[src/rtl/alu_pkg.sv]
// Shared definitions for the sequential ALU divider.
// Build option: ALU_DIV_SIGNED_EN enables signed division in alu_divider_seq.
package alu_pkg;

  localparam int unsigned ALU_W = 32;

  typedef enum logic [1:0] {
    S_IDLE = 2'd0,
    S_RUN  = 2'd1,
    S_FIX  = 2'd2,
    S_DONE = 2'd3
  } div_state_e;

  // Step counter must be able to hold the value W.
  function automatic int unsigned cnt_width(input int unsigned w);
    return $clog2(w + 1);
  endfunction

  localparam int unsigned ALU_CNT_W = cnt_width(ALU_W);

endpackage

[src/rtl/alu_divider_seq_fullsubtractor.sv]
// One-bit full subtractor; chained to form the divider's trial subtractor.
module fullsubtractor (
  input  logic a_i,
  input  logic b_i,
  input  logic bw_i,
  output logic d_o,
  output logic bw_o
);

  assign d_o  = a_i ^ b_i ^ bw_i;
  assign bw_o = (~a_i & b_i) | (~(a_i ^ b_i) & bw_i);

endmodule

[src/rtl/alu_divider_seq.sv]
// Multi-cycle restoring divider, one shift-and-subtract step per clock.
// Build option: define ALU_DIV_SIGNED_EN for signed operation (adds a FIX state).
module alu_divider_seq
  import alu_pkg::*;
#(
  parameter int unsigned W = ALU_W
) (
  input  logic         clk_i,
  input  logic         rst_i,
  input  logic         start_i,
  input  logic [W-1:0] dividend_i,
  input  logic [W-1:0] divisor_i,
  input  logic         signed_i,
  output logic         busy_o,
  output logic         done_o,
  output logic [W-1:0] quotient_o,
  output logic [W-1:0] remainder_o,
  output logic         dz_o
);

  localparam int unsigned CW = cnt_width(W);
  localparam logic [CW-1:0] LAST_STEP = CW'(W - 1);

  div_state_e   state_q;
  logic [W-1:0] q_q, r_q, dvs_q;
  logic [CW-1:0] cnt_q;
  logic         busy_q, done_q, dz_q;
  logic [W-1:0] quo_q, rem_q;

  logic [W:0]   trial_a, trial_b, trial_d;
  logic [W+1:0] bw;
  logic         borrow;
  logic [W-1:0] q_d, r_d;
  logic         sgn_in;
  logic [W-1:0] dvd_mag, dvs_mag;
  logic         unused_dmsb;

`ifdef ALU_DIV_SIGNED_EN
  logic sgn_q, neg_quo_q, neg_rem_q;
  assign sgn_in = signed_i;
`else
  logic unused_signed;
  assign unused_signed = signed_i;
  assign sgn_in        = 1'b0;
`endif

  always_comb begin
    dvd_mag = (sgn_in && dividend_i[W-1]) ? -dividend_i : dividend_i;
    dvs_mag = (sgn_in && divisor_i[W-1])  ? -divisor_i  : divisor_i;
  end

  // Partial remainder kept one bit wider so divisors above 2^(W-1) still work;
  // the restore decision is the borrow out of the top subtractor stage.
  assign trial_a = {r_q, q_q[W-1]};
  assign trial_b = {1'b0, dvs_q};
  assign bw[0]   = 1'b0;

  for (genvar i = 0; i <= W; i++) begin : g_sub
    fullsubtractor u_fs (
      .a_i  (trial_a[i]),
      .b_i  (trial_b[i]),
      .bw_i (bw[i]),
      .d_o  (trial_d[i]),
      .bw_o (bw[i+1])
    );
  end

  assign borrow      = bw[W+1];
  assign unused_dmsb = trial_d[W];

  always_comb begin
    r_d = borrow ? trial_a[W-1:0] : trial_d[W-1:0];
    q_d = {q_q[W-2:0], ~borrow};
  end

  always_ff @(posedge clk_i or posedge rst_i) begin
    if (rst_i) begin
      state_q   <= S_IDLE;
      q_q       <= '0;
      r_q       <= '0;
      dvs_q     <= '0;
      cnt_q     <= '0;
      busy_q    <= 1'b0;
      done_q    <= 1'b0;
      dz_q      <= 1'b0;
      quo_q     <= '0;
      rem_q     <= '0;
`ifdef ALU_DIV_SIGNED_EN
      sgn_q     <= 1'b0;
      neg_quo_q <= 1'b0;
      neg_rem_q <= 1'b0;
`endif
    end else begin
      done_q <= 1'b0;
      case (state_q)
        S_IDLE: begin
          if (start_i) begin
            busy_q <= 1'b1;
            cnt_q  <= '0;
            q_q    <= dvd_mag;
            r_q    <= '0;
            dvs_q  <= dvs_mag;
`ifdef ALU_DIV_SIGNED_EN
            sgn_q     <= signed_i;
            neg_quo_q <= signed_i & (dividend_i[W-1] ^ divisor_i[W-1]);
            neg_rem_q <= signed_i & dividend_i[W-1];
`endif
            if (divisor_i == '0) begin
              quo_q   <= '1;
              rem_q   <= dividend_i;
              dz_q    <= 1'b1;
              done_q  <= 1'b1;
              state_q <= S_DONE;
            end else begin
              state_q <= S_RUN;
            end
          end
        end
        S_RUN: begin
          q_q   <= q_d;
          r_q   <= r_d;
          cnt_q <= cnt_q + CW'(1);
          if (cnt_q == LAST_STEP) begin
`ifdef ALU_DIV_SIGNED_EN
            if (sgn_q) begin
              state_q <= S_FIX;
            end else begin
              quo_q   <= q_d;
              rem_q   <= r_d;
              dz_q    <= 1'b0;
              done_q  <= 1'b1;
              state_q <= S_DONE;
            end
`else
            quo_q   <= q_d;
            rem_q   <= r_d;
            dz_q    <= 1'b0;
            done_q  <= 1'b1;
            state_q <= S_DONE;
`endif
          end
        end
`ifdef ALU_DIV_SIGNED_EN
        S_FIX: begin
          quo_q   <= neg_quo_q ? -q_q : q_q;
          rem_q   <= neg_rem_q ? -r_q : r_q;
          dz_q    <= 1'b0;
          done_q  <= 1'b1;
          state_q <= S_DONE;
        end
`endif
        S_DONE: begin
          busy_q  <= 1'b0;
          state_q <= S_IDLE;
        end
        default: begin
          busy_q  <= 1'b0;
          state_q <= S_IDLE;
        end
      endcase
    end
  end

  assign busy_o      = busy_q;
  assign done_o      = done_q;
  assign quotient_o  = quo_q;
  assign remainder_o = rem_q;
  assign dz_o        = dz_q;

endmodule
[config.mk]
export PLATFORM = sky130hd
export DESIGN_NAME = alu_divider_seq
export DESIGN_NICKNAME = d
export VERILOG_FILES = /design/src/rtl/alu_pkg.sv /design/src/rtl/alu_divider_seq_fullsubtractor.sv /design/src/rtl/alu_divider_seq.sv
export SDC_FILE = /design/constraint.sdc
export NUM_CORES = 1
export LEC_CHECK = 0
export ABC_AREA = 0
export CAP_MARGIN = 20
export CORE_ASPECT_RATIO = 0.9
export CORE_MARGIN = 2
export CORE_UTILIZATION = 33
export CTS_BUF_LIST = sky130_fd_sc_hd__clkbuf_8
export DETAILED_ROUTE_END_ITERATION = 16
export PLACE_DENSITY = 0.58
export SLEW_MARGIN = 40
export SYNTH_ARGS = -nofsm -noshare
export SYNTH_HDL_FRONTEND = slang
export SYNTH_SLANG_ARGS = --single-unit
[constraint.sdc]
create_clock -name clk_i -period 18.5 [get_ports clk_i]
set_input_delay 5.55 -clock clk_i [delete_from_list [all_inputs] [get_ports clk_i]]
set_output_delay 5.55 -clock clk_i [all_outputs]
set_load 0.03 [all_outputs]
* Word level (Yosys, flattened, before mapping)
Index checks and enable logic that the tools add are counted.
** Operators by class
- $add $sub $neg :: 1
- Equal/unequal tests :: 5
- Mux-type cells :: 29
- Bitwise operators :: 224
- Reductions and logical operators :: 8
** Operators by type and width (number)
- 2-to-1 mux 32 bit :: 9
- one-hot mux 32 bit (2 select lines) :: 4
- inverter 1 bit :: 66
- AND 1 bit :: 64
- bitwise XOR 1 bit :: 63
- zero test 32 bit :: 1
- OR 1 bit :: 31
- one-hot mux 6 bit (2 select lines) :: 1
- AND reduction 2 bit :: 4
- 2-to-1 mux 1 bit :: 7
- adder 6 x 1 -> 6 bit, second input constant :: 1
- equality test 6 x 5 -> 1 bit, second input constant :: 1
- 2-to-1 mux 2 bit :: 3
- 2-to-1 mux 6 bit :: 1
- inequality test 2 bit, second input constant :: 3
- one-hot mux 1 bit (2 select lines) :: 3
- one-hot mux 2 bit (2 select lines) :: 1
- AND reduction 4 bit :: 1
- equality test 2 x 1 -> 1 bit, second input constant :: 1
- zero test 2 bit :: 1
- nonzero test 2 bit :: 1
** Word-level totals
- Flip-flop bits (word level) :: 171
- Bits of input ports :: 68
- Output and inout bits :: 67
- Word-level logic and storage cells :: 277

* Logic depth before layout (Yosys ltp)
Gate-level depths: netlist of the first run.
- Word-level depth :: 68
- Depth in mapped cells :: 42
- Mapped depth without buffers :: 40

* Cells and area by module
Synthesis of the first run repeated with hierarchy kept, for this count alone.
** Unflattened totals
- Cell total of the unflattened synthesis :: 722
- Area total of the unflattened synthesis :: 8008.9 sq um
** By module, submodules not included
- alu_divider_seq :: times used 1, cells an instance 623, area an instance 7100.6 sq um, seq. area each 4279.1 sq um
- fullsubtractor :: times used 33, cells an instance 3, area an instance 27.5 sq um, seq. area each 0.0 sq um

* Least setup slack after synthesis of the first run
Ideal clock, no wire load.
- Path type :: reg-to-reg
- From :: register q_q[31]
- To :: register rem_q[5], in the netlist remainder_o[5]
- Setup time :: 125 ps
- Arrival time :: 15447 ps
- Path slack :: 2928 ps
- Stages on the path, launching flop included :: 42
- Cells stage by stage :: dfrtp_1 inv_1 ha_1 inv_1 fa_1 fa_1 fa_1 fa_1 fa_1 fa_1 fa_1 fa_1 fa_1 fa_1 fa_1 fa_1 fa_1 fa_1 [6 not listed] fa_1 fa_1 fa_1 fa_1 fa_1 fa_1 fa_1 fa_1 fa_1 inv_1 fa_1 fa_1 nor2b_1 clkbuf_1 clkbuf_1 mux2i_1 o21ai_0 mux2_4
** Between the ends
- Longest elaborated chain between the ends :: 68
- Elaborated cells on any way between the ends :: 69
- Classes of those cells :: mux: 3; bitwise: 66
** Ends and longest elaborated chain
- start, declared :: RTL line alu_divider_seq.sv:25 : logic [W-1:0] q_q, r_q, dvs_q;
- start signal, assigned :: RTL line alu_divider_seq.sv:100 : q_q <= dvd_mag;
- start signal, assigned :: RTL line alu_divider_seq.sv:120 : q_q <= q_d;
- inverter 1 bit * :: RTL line alu_divider_seq_fullsubtractor.sv:11 : assign bw_o = (~a_i & b_i) | (~(a_i ^ b_i) & bw_i);
- AND 1 bit * (2 in series) :: RTL line alu_divider_seq_fullsubtractor.sv:11
- OR 1 bit * :: RTL line alu_divider_seq_fullsubtractor.sv:11
- AND 1 bit * :: RTL line alu_divider_seq_fullsubtractor.sv:11
- OR 1 bit * :: RTL line alu_divider_seq_fullsubtractor.sv:11
- AND 1 bit * :: RTL line alu_divider_seq_fullsubtractor.sv:11
- OR 1 bit * :: RTL line alu_divider_seq_fullsubtractor.sv:11
- AND 1 bit * :: RTL line alu_divider_seq_fullsubtractor.sv:11
- [51 not listed]
- AND 1 bit :: RTL line alu_divider_seq_fullsubtractor.sv:11
- OR 1 bit :: RTL line alu_divider_seq_fullsubtractor.sv:11
- AND 1 bit :: RTL line alu_divider_seq_fullsubtractor.sv:11
- OR 1 bit :: RTL line alu_divider_seq_fullsubtractor.sv:11
- AND 1 bit :: RTL line alu_divider_seq_fullsubtractor.sv:11
- 2-to-1 mux 32 bit * :: RTL line alu_divider_seq.sv:72 : r_d = borrow ? trial_a[W-1:0] : trial_d[W-1:0];
- 2-to-1 mux 32 bit * :: RTL line alu_divider_seq.sv:123 : if (cnt_q == LAST_STEP) begin
- one-hot mux 32 bit (2 select lines) * :: RTL line alu_divider_seq.sv:95 : case (state_q)
- end signal, assigned :: RTL line alu_divider_seq.sv:110 : rem_q <= dividend_i;
- end signal, assigned :: RTL line alu_divider_seq.sv:136 : rem_q <= r_d;
- end, declared :: RTL line alu_divider_seq.sv:28 : logic [W-1:0] quo_q, rem_q;
Every way passes the cells marked *; elsewhere a longest branch is shown, timed or not. The select of a mux whose other input is x is not followed.
A chain may end at the register's enable or synchronous reset.

* Final worst setup path of the first run
- From :: register q_q[31]
- To :: register rem_q[28], in the netlist remainder_o[28]
** Between the ends
- Longest elaborated chain between the ends :: 68
- Elaborated cells on any way between the ends :: 69
- Classes of those cells :: mux: 3; bitwise: 66
** Ends and longest elaborated chain (RTL line)
- inverter 1 bit * :: alu_divider_seq_fullsubtractor.sv:11
- AND 1 bit * (2 in series) :: alu_divider_seq_fullsubtractor.sv:11
- OR 1 bit * :: alu_divider_seq_fullsubtractor.sv:11
- AND 1 bit * :: alu_divider_seq_fullsubtractor.sv:11
- OR 1 bit * :: alu_divider_seq_fullsubtractor.sv:11
- AND 1 bit * :: alu_divider_seq_fullsubtractor.sv:11
- OR 1 bit * :: alu_divider_seq_fullsubtractor.sv:11
- AND 1 bit * :: alu_divider_seq_fullsubtractor.sv:11
- [51 not listed]
- AND 1 bit :: alu_divider_seq_fullsubtractor.sv:11
- OR 1 bit :: alu_divider_seq_fullsubtractor.sv:11
- AND 1 bit :: alu_divider_seq_fullsubtractor.sv:11
- OR 1 bit :: alu_divider_seq_fullsubtractor.sv:11
- AND 1 bit :: alu_divider_seq_fullsubtractor.sv:11
- 2-to-1 mux 32 bit * :: alu_divider_seq.sv:72
- 2-to-1 mux 32 bit * :: alu_divider_seq.sv:123
- one-hot mux 32 bit (2 select lines) * :: alu_divider_seq.sv:95
Marks and branches as above.

==> metrics.md, run 1 <==
| Metric | Value |
|---|---|
| Status | `finished, final reports clean` |
| Critical path arrival | `16.58 ns` |
| Main combinational cell family by area after synthesis | `compound AO/OA/AOI/OAI gates` |
| Worst-skew pair later-pin latency | `0.46 ns` |
| Max-cap violations | `0` |
| Setup Crit Path Kind | `flip-flop to flip-flop` |
| DRC Markers | `0` |
| Tmin final | `16.22 ns` |
| Initial core utilization | `33.32%` |
| Largest net degree at the start of global routing | `80` |
| Drt via density | `4.779` |
| Final core utilization | `41.74%` |
| Worst min path class | `flip-flop to flip-flop` |
| Area of the mapped netlist | `7991 sq um` |
| Sequential cell area | `4279 sq um` |
| CTS Sinks | `171` |
| Clk slew on worst S/H paths | `0.08 ns` |
| CTS tree | `yes` |
| Drt pass-1 iters | `5` |
| RePlAce Congestion | `0.7806` |
| Layout Nets | `950` |
| IO buf count | `133` |
| Hold_buf cts | `0` |
| VDD IR max | `98.73 uV` |
| Vias in the first global route | `5837` |
| Detail Route Antenna Nets | `0` |
| Unrepaired setup endpoints after global routing | `no` |
| Grt ovf | `0` |
| First-pass GRT wire length | `32.42 mm` |
| Ratio of cells with drive above 1 in the final layout | `7.898%` |
| Core outline area | `23990 sq um` |
| Iteration-0 DRC Markers | `305` |
| Postcts setup bufs | `0` |
| Slew @ Worst Pin | `0.8035 ns` |
| Multi-input logic area | `3284 sq um` |
| Slowest CP cell | `fa_1` |
| Number of distinct library cells after synthesis | `37` |
| Dpl cell area | `9579 sq um` |
| Maximum achievable frequency | `61.63 MHz` |
| Worst-path fanout max | `12` |
| Synthesis warning total | `0` |
| Fin cells | `1170` |
| Setup Skew | `0.01242 ns` |
| Most frequent cells in the layout | `dfrtp_1, nand2_1, clkdlybuf4s50_1` |
| Power per Cell Area | `212.8 nW/um^2` |
| Fillers | `2309` |
| Die area | `25480 sq um` |
| CP peak stage delay | `0.49 ns` |
| Fin Setup TNS | `0 ns` |
| Area Overhead vs Synth | `25.27%` |
| Lkg Pwr | `0.004193 uW` |
| Flops & latches, synth | `171` |
| Count of final setup violators | `0` |
| Area share of fa/ha/maj cells after synthesis | `8.079%` |
| Post_cts resized | `0` |
| Cts bufs inserted | `17` |
| Final Hold Viols | `0` |
| Final wirelength | `19.98 mm` |
| DP HPWL | `14.12 mm` |
| Synth Area in XOR/XNOR | `0.2192%` |
| Portion of netlist area occupied by mux cells | `8.580%` |
| Synth Area in Simple Gates | `8.455%` |
| DR vias | `5591` |
| Antenna violations before repair | `0` |
| Design Area, Final | `10010 sq um` |
| Die width | `168.0 microns` |
| Synth Area in Compound Gates | `15.55%` |
| I/O pins | `135` |
| Synth Instances | `734` |
| Root buf cell | `clkbuf_8` |
| Commonest non-fill, non-tap cell in the layout | `dfrtp_1` |
| Maximum clock path buffer count | `2` |
| Final Max Slew Viols | `0` |
| Sequential-to-total area share from yosys stat | `53.55%` |
| Crit. End Element | `flip-flop` |
| Required time of the worst setup path | `18.85 ns` |
| Htree depth | `4` |
| Row count | `54` |
| Wire per inst | `17.08 microns` |
| Total Routing Usage GR | `16.62%` |
| Most used cell along the critical path | `fa_1` |
| Max-slew headroom | `46.43%` |
| Crit start category | `flip-flop` |
| Fin Hold WS | `0.4837 ns` |
| Syn Nets | `835` |
| Syn avg cell area | `10.89 sq um` |
| Inst Count DP | `1137` |
| Die Ht | `151.6 microns` |
| Fin crit share | `87.70%` |
## cells by family after synthesis
family,count (synthesis)
adder cells (fa/ha/maj),33
XOR/XNOR,2
multiplexers,64
flip-flops,171
AO/OA/AOI/OAI,202
AND/OR/NAND/NOR,165
buffers and inverters,97
## critical path, delay by kind of cell, from the launching register on
kind / cells / cell delay (ns)
flip-flops: 1 / 0.42
multiplexers: 2 / 0.59
adder cells (fa/ha/maj): 32 / 13.99
AO/OA/AOI/OAI: 1 / 0.12
buffers and inverters: 5 / 0.60
AND/OR/NAND/NOR: 1 / 0.42
## flip-flops by register name, summed over array words and instances, names as in the netlist
register	flops
dvs_q	32
q_q	32
quotient_o	32
r_q	32
remainder_o	32
cnt_q	6
state_q	2
busy_o	1
done_o	1
dz_o	1
## cells in the mapped netlist
| master | count | area share (%) |
|---|---|---|
| mux2_4 | 5 | 0.94 |
| buf_6 | 5 | 0.70 |
| nor2b_2 | 1 | 0.11 |
| buf_4 | 6 | 0.56 |
| fa_1 | 31 | 7.8 |
| nor2b_1 | 1 | 0.078 |
| nand3_1 | 2 | 0.13 |
| a22o_1 | 1 | 0.11 |
| nand3_2 | 1 | 0.13 |
| mux2i_1 | 43 | 5.4 |
| nor4_1 | 8 | 0.63 |
| nand2b_1 | 2 | 0.16 |
| a21o_1 | 31 | 2.9 |
| dfrtp_1 | 171 | 54 |
| a22oi_4 | 1 | 0.27 |
| buf_12 | 1 | 0.25 |
| a211oi_1 | 2 | 0.19 |
| a21oi_1 | 43 | 2.7 |
| buf_2 | 4 | 0.25 |
| o31ai_1 | 1 | 0.094 |
| o22ai_1 | 1 | 0.078 |
| or3_1 | 1 | 0.078 |
| mux2_2 | 16 | 2.3 |
| inv_1 | 49 | 2.3 |
| nand4_1 | 2 | 0.16 |
| o22a_1 | 32 | 3.5 |
| o211ai_1 | 1 | 0.094 |
| or2_2 | 2 | 0.16 |
| nor2_1 | 8 | 0.38 |
| and2_1 | 1 | 0.078 |
| nand2_1 | 136 | 6.4 |
| ha_1 | 2 | 0.31 |
| buf_1 | 2 | 0.094 |
| clkbuf_1 | 30 | 1.4 |
| o21ai_0 | 88 | 5.5 |
| a22oi_1 | 1 | 0.094 |
| xor2_1 | 2 | 0.22 |
## worst paths after layout
check / start / to / slack [ns] / cells past startpoint
max reg2reg: q_q[31]$_DFFE_PP0P_ / remainder_o[28]$_DFFE_PP0P_ / 2.28 / 41
max: q_q[31]$_DFFE_PP0P_ / remainder_o[28]$_DFFE_PP0P_ / 2.28 / 41
min: cnt_q[5]$_DFFE_PP0P_ / cnt_q[5]$_DFFE_PP0P_ / 0.48 / 1
min reg2reg: cnt_q[5]$_DFFE_PP0P_ / cnt_q[5]$_DFFE_PP0P_ / 0.48 / 1
min in group asynchronous: rst_i / remainder_o[5]$_DFFE_PP0P_ / 5.61 / 2
max in group asynchronous: rst_i / q_q[24]$_DFFE_PP0P_ / 11.13 / 4
## where the power goes
part	leakage [uW]	internal [uW]	switching [uW]
registers	0.00198	565	115
clock network	0.000219	145	134
logic	0.00199	508	663
total	0.00419	1220	913
## area by class of cell
type,instances,area share [%]
Timing Repair Buffer,144,14.55
Tap cell,308,3.850
Sequential cell,171,42.74
Clock buffer,21,2.887
Inverter,49,1.887
Multi-Input combinational cell,466,32.81
Clock inverter,10,1.250
Antenna cell,1,0.02500
## through the flow
stage	total power (uW)	worst slack [ns]
after floorplan	1495	2.928
after global routing	2342	1.453
after detailed placement	1884	2.160
after global placement	1847	1.929
final	2131	2.275
after CTS	2170	2.075
## per-layer routing
layer	track usage, %	routed length [microns]	vias up
met5	0	0	-
met4	3.522	144	0
met3	5.273	1194	11
met2	28.02	9695	107
met1	21.16	8950	2773
li1	-	-	2700
No activity file was read; power rests on OpenSTA's default activity.
==> run 2: changes to the inputs <==
- REMOVE_ABC_BUFFERS: not set -> 1
- SKIP_CTS_REPAIR_TIMING: not set -> 1
==> run 2 against run 1 <==
  * Critical path depth down 1
  * Power up 0.21%
  * Clock skew up 0.0024 ns
  * Via count up 0.21%
  * Highest routed layer unchanged
==> metrics.md, run 2 (synthesized netlist as in run 1, its figures left out) <==
| Metric | Value |
|---|---|
| Required time of the worst setup path | `18.86 ns (about the same)` |
| Initial core utilization | `33.32% (unchanged)` |
| Root buf cell | `clkbuf_8` |
| Drt pass-1 iters | `4 (-1)` |
| First-pass GRT wire length | `31.03 mm (-4.3%)` |
| Crit. End Element | `flip-flop` |
| Core outline area | `23990 sq um (unchanged)` |
| Setup Skew | `0.01485 ns (+0.002431 ns)` |
| Max-cap violations | `0 (unchanged)` |
| Antenna violations before repair | `0 (unchanged)` |
| Slew @ Worst Pin | `0.7437 ns (-0.05985 ns)` |
| Grt ovf | `0 (unchanged)` |
| Status | `finished, final reports clean` |
| Total Routing Usage GR | `15.56% (-1.1 points)` |
| Worst Hold Depth | `2 (+1)` |
| DP HPWL | `12.39 mm (-12%)` |
| Most used cell along the critical path | `fa_1` |
| Fin Hold WS | `0.4933 ns (+0.009609 ns)` |
| Maximum achievable frequency | `61.47 MHz (-0.27%)` |
| Wire per inst | `16.10 microns (-5.7%)` |
| Largest net degree at the start of global routing | `102 (+28%)` |
| Row count | `54 (unchanged)` |
| Clk slew on worst S/H paths | `0.09 ns (about the same)` |
| Maximum clock path buffer count | `2 (unchanged)` |
| Die Ht | `151.6 microns (unchanged)` |
| Final wirelength | `18.79 mm (-6.0%)` |
| Worst-path fanout max | `18 (+6)` |
| Capture point of the worst reg-to-reg path | `remainder_o[12]$_DFFE_PP0P_` |
| Worst Hold End | `dz_o$_DFFE_PP0P_` |
| Commonest non-fill, non-tap cell in the layout | `dfrtp_1` |
| Ratio of cells with drive above 1 in the final layout | `7.800% (-0.098 points)` |
| Layout Nets | `947 (-0.32%)` |
| N_diodes | `0 (-1)` |
| IO buf count | `133 (unchanged)` |
| Die area | `25480 sq um (unchanged)` |
| Die width | `168.0 microns (unchanged)` |
| Vias in the first global route | `5806 (-0.53%)` |
| Fin crit share | `87.94% (+0.24 points)` |
| Final Power | `2135 uW (+0.21%)` |
| Setup slack, reg-to-reg | `2.23 ns (-0.04 ns)` |
| Design Area, Final | `10010 sq um (unchanged)` |
| CTS tree | `yes` |
| Drt via density | `4.801 (+0.47%)` |
| R2R depth | `40 (-2.4%)` |
| Slowest CP cell | `nor2b_4` |
| Fin Setup TNS | `0 ns (unchanged)` |
| CTS Sinks | `171 (unchanged)` |
| Final Max Slew Viols | `0 (unchanged)` |
| DR vias | `5603 (+0.21%)` |
| I/O pins | `135 (unchanged)` |
| Worst min path class | `flip-flop to flip-flop` |
| DRC Markers | `0 (unchanged)` |
| RePlAce Congestion | `0.7349 (-5.9%)` |
| Max-slew headroom | `50.42% (+4.0 points)` |
| Dpl cell area | `9545 sq um (-0.35%)` |
| Area Overhead vs Synth | `25.27% (unchanged)` |
| Final Hold Viols | `0 (unchanged)` |
| Count of final setup violators | `0 (unchanged)` |
| CP peak stage delay | `0.50 ns (about the same)` |
| RR Startpoint | `q_q[31]$_DFFE_PP0P_` |
| Cts bufs inserted | `17 (unchanged)` |
| Setup Crit Path Kind | `flip-flop to flip-flop` |
| Worst-skew pair later-pin latency | `0.47 ns (about the same)` |
| Htree depth | `4 (unchanged)` |
| Detail Route Antenna Nets | `0 (unchanged)` |
| Power per Cell Area | `213.3 nW/um^2 (+0.21%)` |
| Crit start category | `flip-flop` |
| Iteration-0 DRC Markers | `361 (+18%)` |
| Fillers | `2279 (-1.3%)` |
| VDD IR max | `83.49 uV (-15%)` |
| Lkg Pwr | `0.004191 uW (about the same)` |
| Critical path arrival | `16.62 ns (+0.04 ns)` |
| Most frequent cells in the layout | `dfrtp_1, nand2_1, clkdlybuf4s50_1` |
| Final core utilization | `41.74% (unchanged)` |
| Top cell family by delay on the critical path | `adder cells` |
| Worst path bufs/invs | `4 (-1)` |
| Unrepaired setup endpoints after global routing | `no` |
| Tmin final | `16.27 ns (+0.04463 ns)` |
| Hold Crit Start | `dz_o$_DFFE_PP0P_` |
run 2: cell types whose count changed in the layout (fill, tap and decap cells not counted), moves of 2 or more:
cell | before | now
buf_8 | 3 | 1
buf_4 | 7 | 5
bufinv_16 | 3 | 5
clkbuf_8 | 21 | 19
clkinv_4 | 0 | 3
buf_6 | 0 | 2
run 2: final cells by class:
class	count	area (sq um)	area share, %
Sequential cell	171	4279	42.74
Clock inverter	13	200.2	2.000
Inverter	49	191.4	1.912
Tap cell	308	385.4	3.850
Timing Repair Buffer	141	1406	14.05
Clock buffer	19	261.5	2.612
Multi-Input combinational cell	466	3287	32.83
run 2: where the power goes:
group,switching (uW),internal [uW]
logic,646,503
clock network,142,167
registers,112,565
total,901,1230
run 2: worst max-delay path by stage:
stage | start | endpoint | slack, ns | depth (start not counted)
after global routing | q_q[31]$_DFFE_PP0P_ | remainder_o[22]$_DFFE_PP0P_ | 1.42 | 40
after detailed placement | q_q[31]$_DFFE_PP0P_ | remainder_o[14]$_DFFE_PP0P_ | 2.10 | 40
after CTS | q_q[31]$_DFFE_PP0P_ | remainder_o[14]$_DFFE_PP0P_ | 2.01 | 40
final | q_q[31]$_DFFE_PP0P_ | remainder_o[12]$_DFFE_PP0P_ | 2.23 | 40
after floorplan | q_q[31]$_DFFE_PP0P_ | remainder_o[29]$_DFFE_PP0P_ | 1.81 | 39
after global placement | q_q[31]$_DFFE_PP0P_ | remainder_o[31]$_DFFE_PP0P_ | 1.93 | 39
run 2: layer usage:
| metal | wire length (microns) | up-vias | share of wire (%) | global-route usage, % |
|---|---|---|---|---|
| met5 | 0 | - | 0 | 0 |
| met4 | 204 | 0 | 1.1 | 4.565 |
| met3 | 1042 | 19 | 5.5 | 4.130 |
| met2 | 7996 | 129 | 43 | 23.41 |
| met1 | 9543 | 2754 | 51 | 22.12 |
| li1 | - | 2701 | - | - |
run 2: worst register-to-register path: cells and delay by family, from the launching register on:
family          cells  cell delay [ns]
simple gates        1             0.50
fa+ha+maj          32            14.08
buf+inv             4             0.47
compound gates      1             0.11
mux                 2             0.59
flops               1             0.42
run 2: stage by stage:
| step | worst slack (ns) | cells |
|---|---|---|
| after floorplan | 1.806 | 686 |
| after global placement | 1.929 | 1134 |
| after detailed placement | 2.101 | 1135 |
| after CTS | 2.010 | 1167 |
| after global routing | 1.425 | 1167 |
| final | 2.231 | 1167 |
